--- src/rtl/serial_adder_pkg.sv ---
// serial_adder_pkg: shared state encoding and default width for the serial adder
package serial_adder_pkg;
  localparam int WIDTH_DEF = 8;
  typedef enum logic [1:0] {IDLE = 2'd0, SHIFT = 2'd1, DONE = 2'd2} state_t;
endpackage

--- src/rtl/serial_adder_full_adder_cell.sv ---
// serial_adder_full_adder_cell: half-adder cell and the one-bit full adder built from two of them
module half_adder (
  input  logic a,
  input  logic b,
  output logic sum,
  output logic carry
);
  assign sum   = a ^ b;
  assign carry = a & b;
endmodule

module full_adder_cell (
  input  logic a,
  input  logic b,
  input  logic cin,
  output logic sum,
  output logic cout
);
  logic s0, c0, c1;
  half_adder u_ha0 (.a(a),  .b(b),   .sum(s0),  .carry(c0));
  half_adder u_ha1 (.a(s0), .b(cin), .sum(sum), .carry(c1));
  assign cout = c0 | c1;
endmodule

--- src/rtl/serial_adder.sv ---
// serial_adder: bit-serial LSB-first adder with start/done handshake
module serial_adder
  import serial_adder_pkg::*;
#(
  parameter int WIDTH = WIDTH_DEF
) (
  input  logic             clk,
  input  logic             rst_n,
  input  logic             start,
  input  logic [WIDTH-1:0] a,
  input  logic [WIDTH-1:0] b,
  output logic             busy,
  output logic             done,
  output logic [WIDTH-1:0] sum,
  output logic             carry_out
);
  localparam int CW = WIDTH > 1 ? $clog2(WIDTH) : 1;
  state_t state, nstate;
  logic [WIDTH-1:0] sa, sb, ps, ps_next;
  logic [CW-1:0] cnt;
  logic c, s, co, last;
  full_adder_cell u_fa (.a(sa[0]), .b(sb[0]), .cin(c), .sum(s), .cout(co));
  assign last    = cnt == CW'(WIDTH - 1);
  assign ps_next = (ps >> 1) | (WIDTH'(s) << (WIDTH - 1));
  // state register
  always_ff @(posedge clk or negedge rst_n) begin
    if (!rst_n) state <= IDLE;
    else        state <= nstate;
  end
  // next-state: illegal encoding falls back to IDLE
  always_comb begin
    nstate = IDLE;
    case (state)
      IDLE:    nstate = start ? SHIFT : IDLE;
      SHIFT:   nstate = last ? DONE : SHIFT;
      default: nstate = IDLE;
    endcase
  end
  // handshake outputs decoded from state
  always_comb begin
    busy = state == SHIFT || state == DONE;
    done = state == DONE;
  end
  // operand capture, per-bit shifting and result publication on the last bit
  always_ff @(posedge clk or negedge rst_n) begin
    if (!rst_n) begin
      sa        <= '0;
      sb        <= '0;
      ps        <= '0;
      c         <= 1'b0;
      cnt       <= '0;
      sum       <= '0;
      carry_out <= 1'b0;
    end else if (state == IDLE && start) begin
      sa  <= a;
      sb  <= b;
      c   <= 1'b0;
      cnt <= '0;
    end else if (state == SHIFT) begin
      sa  <= sa >> 1;
      sb  <= sb >> 1;
      c   <= co;
      ps  <= ps_next;
      cnt <= last ? cnt : cnt + CW'(1);
      if (last) begin
        sum       <= ps_next;
        carry_out <= co;
      end
    end
  end
endmodule

--- config.mk ---
export PLATFORM = sky130hd
export DESIGN_NAME = serial_adder
export DESIGN_NICKNAME = d
export VERILOG_FILES = /design/src/rtl/serial_adder_pkg.sv /design/src/rtl/serial_adder_full_adder_cell.sv /design/src/rtl/serial_adder.sv
export SDC_FILE = /design/constraint.sdc
export NUM_CORES = 1
export LEC_CHECK = 0
export CAP_MARGIN = 20
export CORE_MARGIN = 2
export CORE_UTILIZATION = 45
export CTS_CLUSTER_SIZE = 14
export DETAILED_ROUTE_END_ITERATION = 16
export DONT_BUFFER_PORTS = 1
export GPL_TIMING_DRIVEN = 0
export PLACE_DENSITY_LB_ADDON = 0.15
export SLEW_MARGIN = 20
export SYNTH_ARGS = -nofsm -noshare
export SYNTH_HDL_FRONTEND = slang
export SYNTH_SLANG_ARGS = --single-unit
--- constraint.sdc ---
create_clock -name clk -period 2 [get_ports clk]
set_clock_uncertainty 0.05 [all_clocks]
set_input_delay 0.1 -clock clk [delete_from_list [all_inputs] [get_ports clk]]
set_output_delay 0.1 -clock clk [all_outputs]
set_load 0.02 [all_outputs]
Word-level counts from Yosys, hierarchy flattened
Index checks and enable logic that the tools add are counted.
Widths: inputs -> output; s select.
Word-level totals
  bits in registers: 39
  output and inout port bits: 11
  logic and storage cells: 39
Cells by class
  $add $sub $neg: 1
  equal/unequal tests: 4
  muxes and demuxes: 12
  bitwise operators: 7
  reductions and logical operators: 7
Operator list (number)
  $mux 8: 4
  $mux 3: 3
  $or 7x8->8: 1
  $pmux 2 s2: 1
  $reduce_and 2->1: 2
  $add 3x1->3 const B: 1
  $eq 3x3->1 const B: 1
  $mux 1: 3
  $reduce_and 3->1: 1
  $and 1x1->1: 2
  $eq 2x1->1 const B: 1
  $eq 2x2->1 const B: 1
  $logic_not 2->1: 1
  $mux 2: 1
  $ne 2x1->1 const B: 1
  $reduce_bool 2->1: 1
  $xor 1x1->1: 2
  $logic_and 1x1->1: 1
  $logic_or 1x1->1: 1
  $not 1->1: 1
  $or 1x1->1: 1

Longest topological paths before layout
  word-level depth: 5
  mapped depth: 7
  gate-level depth less buffers: 5

Hierarchy
From an unflattened synthesis, not the netlist that was laid out.
Second synthesis, totals
  cells, all modules: 135
  area, all modules: 1714.1 µm²
By module, submodules not included
  serial_adder: times used 1, cells an instance 132, area an instance 1682.9 µm²
  half_adder: times used 2, cells an instance 1, area an instance 12.5 µm²
  full_adder_cell: times used 1, cells an instance 1, area an instance 6.3 µm²

Worst setup path before layout
Ideal clock, no wire load.
  kind: register -> register
  start: reg cnt[0]
  end: reg carry_out
  library setup time: 0.125 ns
  arrival: 1.436 ns
  required time: 1.825 ns
  path slack: 0.389 ns
  cell stages (with the launch flop): 7
  buffers on the path: 1
  period minus slack after synthesis: 1.611 ns
  cells stage by stage: dfrtp_1 -> ha_1 -> ha_1 -> and2_4 -> and2_4 -> buf_6 -> mux2_4
On the way
  longest elaborated chain between the ends: 2
RTL lines
  from (decl): line serial_adder.sv:20  | logic [CW-1:0] cnt;
  from (signal assigned): line serial_adder.sv:64  | cnt <= last ? cnt : cnt + CW'(1);
  $eq 3x3->1: line serial_adder.sv:23  | assign last = cnt == CW'(WIDTH - 1);
  $reduce_and 3->1 (no line)
  to (signal assigned): line serial_adder.sv:67  | carry_out <= co;
  to (decl): line serial_adder.sv:15  | output logic carry_out
Every way passes these cells.
A chain may end at the register's enable or synchronous reset.

Worst setup path in the final report
  start: reg state[1]
  end: reg sum[1]
On the way
  longest elaborated chain between the ends: 4
RTL lines
  from (decl): line serial_adder.sv:18  | state_t state, nstate;
  from (signal assigned): line serial_adder.sv:28  | else state <= nstate;
  $logic_not 2->1: line serial_adder.sv:54  | end else if (state == IDLE && start) begin
  $logic_and 1x1->1: line serial_adder.sv:54
  $not 1->1 (no line)
  $reduce_and 3->1 (no line) *
  to (signal assigned): line serial_adder.sv:66  | sum <= ps_next;
  to (decl): line serial_adder.sv:14  | output logic [WIDTH-1:0] sum,
Every way passes the cells marked *; elsewhere a longest branch is shown, timed or not.

==> results.toml <==
[outcome]
run_status = "finished, final reports clean"

[pwr]
pwr-share-clk_pct = 16.2
power.share.sequential_pct = 48.3
ir_drop_mv = 0.553
p_leak_nw = 0.972
power_per_cell_area_nw_per_um2 = 1470
p_comb_share_pct = 35.5
swShare_pct = 34.3
power_mw = 2.99
p_int_mw = 1.96
switchingPower_mw = 1.03

[yosys]
yosysWarningCount = 0
avgSynthCellArea_um2 = 12.8
yosys.area.top_type = "dfrtp_1"
syn_area_um2 = 1700
synthTopCellsByCount = "dfrtp_1 (38), nand2_1 (18), mux2i_1 (17), o21ai_0 (16), mux2_4 (9)"
synth-edff-count = 0
ys_seq_area_share_pct = 55.8
synth_flop_cell = "dfrtp_1"
netlist.area_leader.share_pct = 55.8
ys_top_cells_by_area = "dfrtp_1 (56%), mux2i_1 (10%), mux2_4 (7.9%), o21ai_0 (4.7%), mux2_2 (4.6%)"
yosys.cell_count.top_type = "dfrtp_1"
synthCells = 133
ys_ff_latch = 38
ys_types = 18
synthesis.nets = 159
async_flop_share_pct = 100

[layout]
nFillCells = 322
final_core_util_pct = 55.7
seq_area_um2 = 951
layout-drive-gt1-share_pct = 18.2
area_delta_synth_final_pct = 19.8
fin_area_um2 = 2040
n_antenna_cell = 0
multi_input_area_um2 = 693
nets = 185

[critical_path]
startpoint_type = "register"
worstPathMaxFanout = 10
cp-end-kind = "register"
required_ns = 2.12
crit_arrival_ns = 1.85
crit_family = "buffers and inverters"
critPathBufInv = 3
cpPeakStageDelay_ns = 0.39
crit_chain = "inv_1 -> ha_1 -> buf_6 -> and2_4 -> and2_4 -> buf_6 -> mux2_4"
critical_path_class = "register to register"
slowest_stage = "dfrtp_1"

[clock_tree]
root_buffer = "clkbuf_8"
ctsResizeCount = 0
cts_setup_buffers = 0
cts.clk_slew.worst_paths_ns = 0.07
cts_sinks = 38
cts_max_level = 2
clock_path_buffers = 2
cts_hold_buf = 19
cts_buffers = 5
cts_tree = "yes"
worstSkewPairLatency_ns = 0.29

[floorplanning]
io_pins = 30
start_util_pct = 46.5
die_area_um2 = 4290
fp.coreArea_um2 = 3660
die-height_um = 65.5
core.rowCount = 22
fp.dieW_um = 65.5

[route]
route.detailed.drc = 0
wl_met1_um = 1240
vias = 1016
ant_nets = 0
highest_layer = "met4"
wire_per_inst_um = 13.5
met2WireLength_um = 1390
routed_wl_um = 2790
viasPerCell = 4.91
dr_wl_met3_um = 90
drt_first_pass_iters = 4
drt_iter0_markers = 64

[sta]
tightest_slew_ns = 0.455
relSlewSlack_pct = 69.7
hold-worst-slack_ns = 0.172
hold_viol_final = 0
finalCriticalPeriod_ns = 1.73
setup-tns-final_ns = 0
setup_violations = 0
fmax_mhz = 577
finalCritPeriodShare_pct = 86.6
finalMaxSlewViolations = 0
grt_setup_unrepaired = "no"

[global_route]
grt_pass1_wl_um = 4860
grt.overflow.total = 0
grt_max_degree = 39
antenna_found_initial = 0
grt_usage_pct = 15.3
grt_pass1_vias = 1108

[place]
place_area_um2 = 1760
io_buffer_count = 0
globalplace.congestion = 0.672

[hold_path]
holdCritPathClass = "input port to register"

[run]
cap_viol_max_count = 0
==> cells in the final DEF (no fill, tap or decap), drive strengths merged <==
master | synthesis | routed
and2 | 3 | 3
buf | 5 | 6
clkbuf | 3 | 10
dfrtp | 38 | 38
dlygate4sd3 | 0 | 18
fa | 1 | 1
ha | 6 | 6
inv | 2 | 2
mux2 | 16 | 16
mux2i | 17 | 17
nand2 | 18 | 18
nand2b | 3 | 3
nor2 | 4 | 4
o21ai | 16 | 16
xor2 | 1 | 1
==> power by group through the flow <==
| stage | registers, mW | clock network (mW) | logic, mW |
|---|---|---|---|
| 2_1_floorplan | 1.40 | 0 | 0.891 |
| 3_3_place_gp | 1.45 | 0 | 0.998 |
| 3_5_place_dp | 1.46 | 0 | 1.03 |
| 4_1_cts | 1.45 | 0.496 | 1.08 |
| 5_1_grt | 1.50 | 0.532 | 1.21 |
| 6_report | 1.45 | 0.484 | 1.06 |
==> cell families after synthesis <==
group,count (synthesis),share of synthesized area [%]
adders and majority gates,7,5.58
DFF,38,55.8
xor gates and xnor gates,1,0.514
muxes,33,22.6
AOI/OAI and AO/OA,16,4.70
and+or+nand+nor,28,7.35
buffers and inverters,10,3.45
==> flip-flops by register name, summed over array words and instances (netlist names) <==
name,flops
sa,8
sb,8
sum,8
ps,7
cnt,3
state,2
c,1
carry_out,1
==> cell type report <==
cell class                      count  area share (%)
Clock buffer                        7            3.74
Inverter                            2           0.368
Multi-Input combinational cell     85            34.0
Buffer                              8            2.52
Timing Repair Buffer               19            9.82
Sequential cell                    38            46.6
Tap cell                           48            2.94
==> path summary, 6_finish.rpt <==
| kind | depth (start not counted) | start | endpoint | slack (ns) |
|---|---|---|---|---|
| max | 7 | state[1]$_DFF_PN0_ | sum[1]$_DFFE_PN0P_ | 0.27 |
| min | 3 | start | sb[5]$_DFFE_PN0P_ | 0.17 |
| max reg2reg | 7 | state[1]$_DFF_PN0_ | sum[1]$_DFFE_PN0P_ | 0.27 |
| min reg2reg | 1 | ps[1]$_DFFE_PN0P_ | sum[0]$_DFFE_PN0P_ | 0.46 |
| max in group asynchronous | 2 | rst_n | sa[3]$_DFFE_PN0P_ | 1.48 |
| min in group asynchronous | 2 | rst_n | sb[1]$_DFFE_PN0P_ | 0.24 |
==> worst reg2reg max path: stages (launching register included) <==
cell	delay [ns]
dfrtp_1	0.39
inv_1	0.10
ha_1	0.17
buf_6	0.16
and2_4	0.15
and2_4	0.13
buf_6	0.16
mux2_4	0.31
==> per-layer routing <==
metal | vias to the layer above | GRT usage, %
met5 | - | 0
met4 | 0 | 7.81
met3 | 7 | 4.79
li1 | 496 | -
met2 | 23 | 26.4
met1 | 490 | 16.8
==> metrics by stage <==
stage / worst slack, ns / cells
finish: 0.268 / 207
CTS: 0.263 / 207
detailed placement: 0.283 / 181
global route: 0.145 / 207
global placement: 0.317 / 181
floorplan: 0.389 / 133
(Power assumes the default switching activity.)
